## config.mk

```make
export PLATFORM = sky130hd
export DESIGN_NAME = divclk_ctrl
export DESIGN_NICKNAME = d
export VERILOG_FILES = /design/src/rtl/divclk_pkg.sv /design/src/rtl/divclk_ctrl_div_counter.sv /design/src/rtl/divclk_ctrl.sv
export SDC_FILE = /design/constraint.sdc
export NUM_CORES = 1
export LEC_CHECK = 0
export ABC_AREA = 1
export BUFFER_PORTS_ARGS = -buffer_cell sky130_fd_sc_hd__clkbuf_2
export CORE_MARGIN = 2
export CORE_UTILIZATION = 55
export DETAILED_ROUTE_END_ITERATION = 10
export PLACE_DENSITY_LB_ADDON = 0.08
export SYNTH_ARGS = -nofsm -noshare
export SYNTH_HDL_FRONTEND = slang
export SYNTH_SLANG_ARGS = --single-unit
```

## constraint.sdc

```tcl
create_clock -name clk -period 10.93 [get_ports clk]
set_input_delay 0.5465 -clock clk [delete_from_list [all_inputs] [get_ports clk]]
set_output_delay 0.5465 -clock clk [all_outputs]
set_load 0.01 [all_outputs]
```

## src/rtl/divclk_pkg.sv

```systemverilog
// Shared types and constants for the programmable clock divider.
package divclk_pkg;

  typedef enum logic [1:0] {
    IDLE,
    RUN,
    STOP
  } state_t;

  localparam int DIV_MIN   = 2;
  localparam int W_DEFAULT = 31;

endpackage

```

## src/rtl/divclk_ctrl_div_counter.sv

```systemverilog
// Period counter: counts 0..term while enabled, flags the wrap cycle.
module div_counter
  import divclk_pkg::*;
#(
  parameter int W = W_DEFAULT
) (
  input  logic         clk,
  input  logic         rstn,
  input  logic         clr,
  input  logic         en,
  input  logic [W-1:0] term,
  output logic [W-1:0] cnt,
  output logic         wrap
);

  assign wrap = en && (cnt == term);

  always_ff @(posedge clk or negedge rstn) begin
    if (!rstn) begin
      cnt <= '0;
    end else if (clr || wrap) begin
      cnt <= '0;
    end else if (en) begin
      cnt <= cnt + W'(1);
    end
  end

endmodule

```

## src/rtl/divclk_ctrl.sv

```systemverilog
// Run-time programmable clock divider with boundary-aligned ratio updates
// and graceful start/stop.
module divclk_ctrl
  import divclk_pkg::*;
#(
  parameter int          W         = W_DEFAULT,
  parameter int unsigned N_DEFAULT = 488
) (
  input  logic         clk,
  input  logic         rstn,
  input  logic         en,
  input  logic         cfg_valid,
  input  logic [W-1:0] cfg_div,
  output logic         cfg_ready,
  output logic         cfg_err,
  output logic         busy,
  output logic [W-1:0] cur_div,
  output logic         tick,
  output logic         div_out
);

  state_t       state, state_next;
  logic [W-1:0] nxt_div, nxt_div_next, cur_div_next;
  logic [W-1:0] cnt, cnt_after;
  logic         pend, pend_next;
  logic         wrap, xfer, bad, good;
  logic         run_next, tick_next, div_out_next;

  assign cfg_ready = !pend;
  assign busy      = pend;
  assign xfer      = cfg_valid && !pend;
  assign bad       = xfer && (cfg_div < W'(DIV_MIN));
  assign good      = xfer && !bad;

  div_counter #(.W(W)) u_counter (
    .clk  (clk),
    .rstn (rstn),
    .clr  (state == IDLE),
    .en   (state != IDLE),
    .term (cur_div - W'(1)),
    .cnt  (cnt),
    .wrap (wrap)
  );

  always_ff @(posedge clk or negedge rstn) begin
    if (!rstn) begin
      state <= IDLE;
    end else begin
      state <= state_next;
    end
  end

  // Outputs are registered from the values the counter and ratio will hold
  // after this edge, so tick/div_out line up with the cycle they describe.
  always_comb begin
    state_next   = state;
    cur_div_next = cur_div;
    nxt_div_next = nxt_div;
    pend_next    = pend;
    case (state)
      IDLE:    if (en) state_next = RUN;
      RUN:     if (!en) state_next = STOP;
      STOP:    if (en) state_next = RUN;
               else if (wrap) state_next = IDLE;
      default: state_next = IDLE;
    endcase
    if (wrap && pend) begin
      cur_div_next = nxt_div;
      pend_next    = 1'b0;
    end
    // A transfer landing on a wrap edge bypasses the pending register.
    if (good) begin
      if (state == IDLE || wrap) begin
        cur_div_next = cfg_div;
      end else begin
        nxt_div_next = cfg_div;
        pend_next    = 1'b1;
      end
    end
    run_next     = (state_next != IDLE);
    cnt_after    = (state == IDLE || wrap) ? '0 : cnt + W'(1);
    tick_next    = run_next && (cnt_after == '0);
    div_out_next = run_next && (cnt_after < (cur_div_next >> 1));
  end

  always_ff @(posedge clk or negedge rstn) begin
    if (!rstn) begin
      cur_div <= W'(N_DEFAULT);
      nxt_div <= '0;
      pend    <= 1'b0;
      tick    <= 1'b0;
      div_out <= 1'b0;
      cfg_err <= 1'b0;
    end else begin
      cur_div <= cur_div_next;
      nxt_div <= nxt_div_next;
      pend    <= pend_next;
      tick    <= tick_next;
      div_out <= div_out_next;
      cfg_err <= bad;
    end
  end

endmodule

```

## After elaboration in Yosys (flattened, before gate mapping)

Index checks and enable logic that the tools add are counted.

| operators by class | value |
|---|---|
| eq/ne operators | 3 |
| multiplexer cells | 14 |
| reduce and logical (&&, ||, !) cells | 16 |
| $add $sub $neg | 2 |
| $lt $le $gt $ge | 2 |
| bitwise gates (word level) | 1 |

Operators with widths:

| operator | number |
|---|---|
| 31-bit 2-to-1 mux | 6 |
| 31-bit by 1-bit adder with 31-bit output (second input constant) | 1 |
| 31-bit == test | 1 |
| 31-bit logical NOT | 1 |
| 31-bit by 2-bit < comparator with 1-bit output (second input constant) | 1 |
| 31-bit by 30-bit < comparator with 1-bit output | 1 |
| 31-bit by 1-bit subtractor with 31-bit output (second input constant) | 1 |
| 2-bit 2-to-1 mux | 4 |
| 1-bit logical AND | 7 |
| 2-bit one-hot mux with 3 select lines | 1 |
| 2-bit nonzero test | 3 |
| 1-bit 2-to-1 mux | 3 |
| 2-bit by 1-bit == test with 1-bit output (second input constant) | 1 |
| 2-bit == test (second input constant) | 1 |
| 1-bit logical NOT | 2 |
| 2-bit logical NOT | 1 |
| 2-bit AND reduction | 1 |
| 1-bit logical OR | 1 |
| 1-bit inverter | 1 |

| storage, ports and cells | value |
|---|---|
| output and inout port bits | 36 |
| word-level logic and storage cells | 46 |
| input bits | 35 |
| register bits | 99 |

## Logic depth before layout (Yosys ltp)

Gate-level depths: netlist (run 1).

| logic depth | value |
|---|---|
| depth after elaboration | 9 |
| depth in mapped cells | 30 |
| gate-level depth less buffers | 29 |

## Modules after synthesis

A second synthesis (run 1) with hierarchy kept.

| unflattened totals | value |
|---|---|
| cell total of the unflattened synthesis | 1265 |
| area total of the unflattened synthesis | 8200.4 um2 |

By module, submodules not included:

| module | area an instance (um2) | instances | cells each | seq. area each (um2) |
|---|---|---|---|---|
| divclk_ctrl | 5459.0 | 1 | 789 | 1707.9 |
| div_counter | 2741.4 | 1 | 476 | 775.7 |

## Least setup slack after synthesis (run 1)

Ideal clock, no wire load.

| timing path | value |
|---|---|
| kind | register to register |
| from | register cur_div[0] |
| to | register div_out |
| arrival | 3.437 ns |
| period minus slack after synthesis | 3.515 ns |
| path buffers | 1 |
| slack | 7.415 ns |
| stages on the path, launching flop included | 25 |
| library setup time | 0.077 ns |
| data required time | 10.853 ns |
| cell sequence | dfrtp_1 inv_1 ha_1 nand2_4 nor2_4 nand2_4 xor2_1 nand2_1 nor2_1 nand2_1 nor2_1 nand4_1 inv_2 nand2_2 clkbuf_1 nand2_1 nand3_1 o21ai_0 ha_1 a21oi_1 nor2_1 a211oi_1 o221a_2 nand2_1 a21oi_1 |

| between the ends | value |
|---|---|
| cells in the longest elaborated chain, start to end | 9 |
| elaborated cells between the ends (all ways) | 15 |
| classes of those cells | 1 x add/sub; 1 x order compare; 1 x eq/ne; 7 x mux; 5 x reduce/logical |

Ends and longest elaborated chain:

| what | line | RTL |
|---|---|---|
| from (decl) | divclk_ctrl.sv:17 | `output logic [W-1:0] cur_div,` |
| from (signal assigned) | divclk_ctrl.sv:88 | `cur_div <= W'(N_DEFAULT);` |
| from (signal assigned) | divclk_ctrl.sv:95 | `cur_div <= cur_div_next;` |
| 31-bit by 1-bit subtractor with 31-bit output * | divclk_ctrl.sv:40 | `.term (cur_div - W'(1)),` |
| 31-bit == test * | divclk_ctrl_div_counter.sv:16 | `assign wrap = en && (cnt == term);` |
| 1-bit logical AND * | divclk_ctrl_div_counter.sv:16 |  |
| 1-bit logical AND | divclk_ctrl.sv:67 | `if (wrap && pend) begin` |
| 31-bit 2-to-1 mux | divclk_ctrl.sv:67 |  |
| 31-bit 2-to-1 mux | divclk_ctrl.sv:73 | `if (state == IDLE \|\| wrap) begin` |
| 31-bit 2-to-1 mux | divclk_ctrl.sv:72 | `if (good) begin` |
| 31-bit by 30-bit < comparator with 1-bit output | divclk_ctrl.sv:83 | `div_out_next = run_next && (cnt_after < (cur_div_next >> 1));` |
| 1-bit logical AND * | divclk_ctrl.sv:83 |  |
| named net div_out_next | divclk_ctrl.sv:27 | `logic run_next, tick_next, div_out_next;` |
| to (signal assigned) | divclk_ctrl.sv:99 | `div_out <= div_out_next;` |
| to (decl) | divclk_ctrl.sv:19 | `output logic div_out` |

The timed path passes the listed nets; every way through them passes the cells marked *.
A chain may end at the register's enable or synchronous reset.

## Final worst setup path (run 1)

Same ends and word-level chain as after synthesis.

==> results of run 1 <==
sequential cells by signal, indices dropped and copies added (netlist names), named ones only:
name,flops
cur_div,31
nxt_div,31
u_counter.cnt,31
state,2
cfg_err,1
div_out,1
tick,1
layout by cell type (no fill, tap or decap), types with 9 or more instances in the layout:
master and instances:
nor2_1 141, inv_2 11, inv_1 127, clkbuf_2 69
xnor2_1 10, nand3_1 66, a21oi_1 21, clkbuf_16 9
nand2_1 221, xor2_1 42, mux2_2 13, dfrtp_1 94
ha_1 31, nor4_1 10, nor3_1 27, o21ai_0 57
nand4_1 22, nor2_2 10
worst paths after layout:
path | endpoint | startpoint | slack, ns | cells after the start
max in group asynchronous | u_counter.cnt[19] | rstn | 9.55 | 2
worst max register to register | div_out | cur_div[0] | 6.34 | 23
worst min-delay path | nxt_div[2] | rstn | 0.14 | 1
worst max-delay path | div_out | cur_div[0] | 6.34 | 23
worst min register to register | nxt_div[29] | nxt_div[29] | 0.48 | 2
min in group clk | state[0] | en | 0.43 | 3
area by class of cell:
| class | count | share of cell area |
|---|---|---|
| inverter | 139 | 0.0661 |
| multi-input combinational | 734 | 0.507 |
| sequential | 99 | 0.315 |
| timing repair buffer | 73 | 0.0476 |
| clock buffer | 13 | 0.0317 |
| tap | 172 | 0.0273 |
| clock inverter | 3 | 0.00586 |
per-layer routing:
metal	GRT usage	wire (µm)	share of wire	vias up
li1	-	-	-	3323
met4	0.127	714	0.036	0
met2	0.431	8290	0.42	195
met5	0	0	0	-
met3	0.0383	1090	0.055	38
met1	0.427	9560	0.49	3014
per-stage QoR:
step,cells,total power [mW]
5_1_grt,1233,0.783
3_3_place_gp,1217,0.440
3_5_place_dp,1217,0.441
6_report,1233,0.758
2_1_floorplan,995,0.414
4_1_cts,1233,0.763
kinds of logic after synthesis:
group,share of synthesized area
AO/OA/AOI/OAI,0.0739
XOR/XNOR,0.0639
adder cells (fa/ha/maj),0.0545
buffers and inverters,0.0896
flip-flops,0.349
multiplexers,0.0316
AND/OR/NAND/NOR,0.338
worst max-delay path, cell delays in order, from the launching register on:
cell      delay (ns)
dfrtp_1         0.42
inv_1           0.16
ha_1            0.28
nand2_4         0.10
nor2_4          0.17
nand2_1         0.11
nor2_1          0.20
nand2_1         0.07
nand2_1         0.08
nand4_1         0.11
nor2_2          0.14
nand4_1         0.18
inv_2           0.36
nand2_2         0.45
nand2_1         0.24
nand3_1         0.08
o21ai_0         0.16
ha_1            0.30
a21oi_1         0.17
nor2_1          0.06
a211oi_1        0.25
o221a_2         0.23
nand2_1         0.07
a21oi_1         0.12
power by group:
| group | switching (mW) | total, mW | internal, mW | leakage [nW] |
|---|---|---|---|---|
| Clock | 0.139 | 0.324 | 0.185 | 0.140 |
| Combinational | 0.0406 | 0.0580 | 0.0174 | 2.53 |
| Sequential | 0.00456 | 0.376 | 0.371 | 1.27 |
==> metrics.txt, run 1 <==
multi-input logic area about 4000 µm²; Power Dens Cells a little under 100 nW/µm²; clock tree root buffer cell clkbuf_16; post-synth top area share 0.330; die width roughly 120 µm; final hold vios 0; clock latency on the worst-skew pair roughly 0.35 ns; Resized cells post-CTS 0; Die H roughly 120 µm; worst min-delay path class primary input to async pin; maximum clock frequency 218 MHz; CTS Sinks 99; Layout area overhead 10.8%; max-cap viol count 0; Seq/Total Area, Yosys 0.349; TritonCTS Buffers 9; GRT Total Usage 0.291; status finished, final reports clean; Mapped Cells about 1000; Fillers 1215; share of cells above drive strength 1 0.141; Antenna diodes 0; DR pass1 iterations 5; RSZ-0062 raised after global routing false; Min Hold Slack roughly 0.14 ns; Routability Congestion just over 0.9; post-synth top area cell dfrtp_1; vias in the first global route between 6000 and 7000; initial antenna violation count 0; depth of the CTS H-tree 3; fraction of registers with async set/reset 1.00; Setup crit start kind flip-flop; worst vdd ir 0.0858 mV; CP Capture Type flip-flop; worst slew pin tran 0.886 ns; CP Max Fanout 28; die area roughly 14000 µm²; final wirelength between 15000 and 20000 µm; CTS Buffer Depth 2; Worst Skew around 0.012 ns; worst setup path category flip-flop to flip-flop; clock slew at reported path FFs 0.07 ns; count of cell types in the netlist 43; DRT iter0 DRCs around 420; total gr overflow 0; I/O pins ~70; setup ws final 6.34 ns; Post-Layout Inst Area between 7000 and 8000 µm²; Final nets approximately 1100; Syn Area/Cell roughly 7.2 µm²; Net Count, Synth around 1100; Post-DP Area around 7600 µm²; first-pass GRT wire length 31500 µm; Final period util 0.420; Post-route DRC 0; Detail Route Antenna Nets 0; number of port buffers 70; Yosys reg bits 99; ys flop type dfrtp_1; FP Rows 41; hpwl dp around 16000 µm; total number of vias around 6600; CTS tree built; top post-synthesis cells by count 221 x nand2_1, 141 x nor2_1, 127 x inv_1; setup violation total in the final timing report 0; Vias per Instance between 5 and 6; Core ar. 12600 µm²; Mapped Area roughly 7000 µm²; final core utilization 0.626; top-count cell post-synth nand2_1; Hold-fix buffers, CTS 0; Max Slew Vio Count 0; Syn. warnings 0; CP arrival 4.86 ns; Synth area leaders dfrtp_1 33%, nand2_1 12%, nor2_1 7.4%, inv_1 6.7%, ha_1 5.4%; pre-CTS setup slack 6.44 ns; required time of the worst setup path ~11 ns; relative slew slack 0.409; register area 2480 µm²; Post-synth EDFFs 0; WL/cell between 15 and 20 µm; Leak ~3.9 nW; largest net degree at the start of global routing 68; Starting Density 0.564; Fin Setup TNS 0 ns; postcts setup bufs 0; Final min period around 4.6 ns
No activity file was read; power rests on OpenSTA's default activity.
==> inputs of run 2 (changes only) <==
- ABC_AREA: 1 -> 0
- clock period: 10.93 -> 4.2 ns (I/O delays scaled with it)
==> metrics.txt, run 2 <==
status finished, violations left; failing checks negative setup slack; final wirelength 22300 µm; CTS Buffer Depth 2; CTS Sinks 99; Layout area overhead 25.7%; DRT iter0 DRCs around 600; Net Count, Synth 819; maximum clock frequency 201 MHz; largest net degree at the start of global routing between 60 and 70; Die H between 100 and 150 µm; GRT Total Usage 0.328; Post-route DRC 0; share of cells above drive strength 1 0.357; required time of the worst setup path ~4.5 ns; DR pass1 iterations 8; Routability Congestion 0.970; relative slew slack 0.424; commonest non-fill, non-tap cell in the layout buf_4; worst min-delay path class primary input to flip-flop; TritonCTS Buffers 9; Vias per Instance approximately 6.0; FP Rows 41; worst vdd ir about 0.33 mV; Min Hold Slack about 0.051 ns; clock latency on the worst-skew pair between 0.3 and 0.4 ns; Post-Layout Cell Count between 1000 and 1500; routing usage on met3 0.0671; CP cell instances or4_4 > or3_4 > or4_4 > a211o_1 > a211oi_2 > nand4_2 > nor3_4 > buf_6 > mux2_4 > mux2i_1 > ha_1 > a21o_1 > a21o_1 > a21o_1 > a21o_1 > a21oi_1 > o211a_1 > a21boi_2 > nor4_1 > a211oi_1; WL/cell a little over 20 µm; Fillers 1007; number of port buffers 70; Setup crit start kind flip-flop; post-route total power between 4 and 5 mW; post-synth top area share 0.328; pre-CTS setup slack -0.865 ns; worst setup path category flip-flop to flip-flop; max-cap viol count 0; Mapped Area between 7000 and 8000 µm²; gr busiest metal met1; met1 Usage GRT 0.488; Core ar. between 10000 and 15000 µm²; top post-synthesis cells by count 97 x nor2_1, 94 x dfrtp_1, 85 x mux2_2; most used cell, CP a21o_1; Syn. warnings 0; hpwl dp roughly 18000 µm; Clock Power Share 0.199; Placed Cells around 1100; Power Dens Cells 474 nW/µm²; first-pass GRT wire length 35300 µm; Final min period 4.98 ns; CTS tree built; clock slew at reported path FFs about 0.07 ns; total gr overflow 0; depth of the CTS H-tree 3; Mapped Cells roughly 750; Starting Density 0.566; Seq/Total Area, Yosys 0.347; register area ~2500 µm²; setup ws final -0.784 ns; Final nets around 1000; Internal around 2.7 mW; clock tree root buffer cell clkbuf_16; Post-synth EDFFs 0; Yosys reg bits 99; biggest regs cur_div (31), nxt_div (31), u_counter.cnt (31); total number of vias 6652; I/O pins just over 70; final hold vios 0; Detail Route Antenna Nets 0; fraction of registers with async set/reset 1.00; Sw Ratio 0.372; RSZ-0062 raised after global routing true; Worst Skew ~0.010 ns; Switch Pwr between 1.5 and 2 mW; register share of total power 0.324; Leak roughly 4.3 nW; initial antenna violation count 0; die area 14000 µm²; CP Max Fanout 5; most frequent cells in the layout 134 x buf_4, 97 x nor2_1, 91 x dfrtp_1; Max Slew Vio Count 0; Syn Area/Cell 9.52 µm²; ys flop type dfrtp_1; Final period util 1.19; CP arrival roughly 5.3 ns; CP max-delay cell or4_4; count of cell types in the netlist 65; worst slew pin tran 0.865 ns; setup violation total in the final timing report 1; die width 118 µm; vias in the first global route between 6000 and 7000; post-synth top area cell dfrtp_1; top-count cell post-synth nor2_1; combinational share of power 0.477; Antenna diodes 0; Synth area leaders dfrtp_1 33%, mux2_2 13%, ha_1 5.4%, mux2i_1 5.2%, xnor2_1 5.1%; CP Capture Type flip-flop; Max stage delay on crit path 0.54 ns; multi-input logic area 4500 µm²; M2 GR Usage 0.478
[run 2: cell type report]
type | count | area share
Multi-Input combinational cell | 596 | 0.500
Sequential cell | 99 | 0.276
Timing Repair Buffer | 210 | 0.163
Clock buffer | 12 | 0.0274
Tap cell | 172 | 0.0239
Clock inverter | 4 | 0.00556
Inverter | 11 | 0.00458
[run 2: per-stage QoR]
stage               area, µm²  utilization  TNS [ns]
finish                   9010        0.711    -0.784
global route             9010        0.711     -1.03
CTS                      8980        0.709    -0.829
detailed placement       8640        0.682    -0.865
global placement         8640        0.682    -0.719
floorplan                7190            -    -0.573
[run 2: worst paths after layout]
path	end	slack, ns	cells after the start	startpoint
worst max register to register	div_out	-0.78	20	cur_div[21]
min in group asynchronous	u_counter.cnt[21]	0.51	2	rstn
worst min register to register	nxt_div[1]	0.50	1	nxt_div[1]
worst min-delay path	state[1]	0.05	2	en
max in group asynchronous	cur_div[6]	2.65	3	rstn
worst max-delay path	div_out	-0.78	20	cur_div[21]
[run 2: repair_timing]
action                                  CTS  global route
endpoints found under the hold margin    30             0
gates cloned                              0             0
gates resized for setup                   5             4
endpoints found under the setup margin    1            32
hold buffers                              1             0
pin swaps                                 3             2
setup buffers                             3             1
[run 2: worst max-delay path, delay by kind of cell, from the launching register on]
family                     cells  cell delay (ns)
buffers and inverters          1             0.16
muxes                          2             0.43
DFF                            1             0.41
and+or+nand+nor                6             1.86
adders and majority gates      1             0.26
AOI/OAI and AO/OA             10             1.77
[run 2: cells by family after synthesis]
logic type / count (synthesis) / share of synthesized area
simple gates: 282 / 0.203
mux: 130 / 0.198
flops: 99 / 0.347
compound gates: 81 / 0.0784
xor+xnor: 72 / 0.0880
buf+inv: 58 / 0.0323
fa+ha+maj: 31 / 0.0541
[run 2: metal layers]
metal | routed length [µm] | vias to the layer above
met3 | 2050 | 43
met1 | 10100 | 3253
met4 | 527 | 0
met2 | 9640 | 291
li1 | - | 3065
met5 | 0 | -
[run 2: power groups by stage]
stage	registers [mW]	clock network, mW	logic [mW]
after floorplan	1.47	0	0.975
after global placement	1.38	0	1.94
after detailed placement	1.39	0	1.99
after CTS	1.38	0.859	2.01
after global routing	1.41	0.896	2.20
final	1.38	0.850	2.04
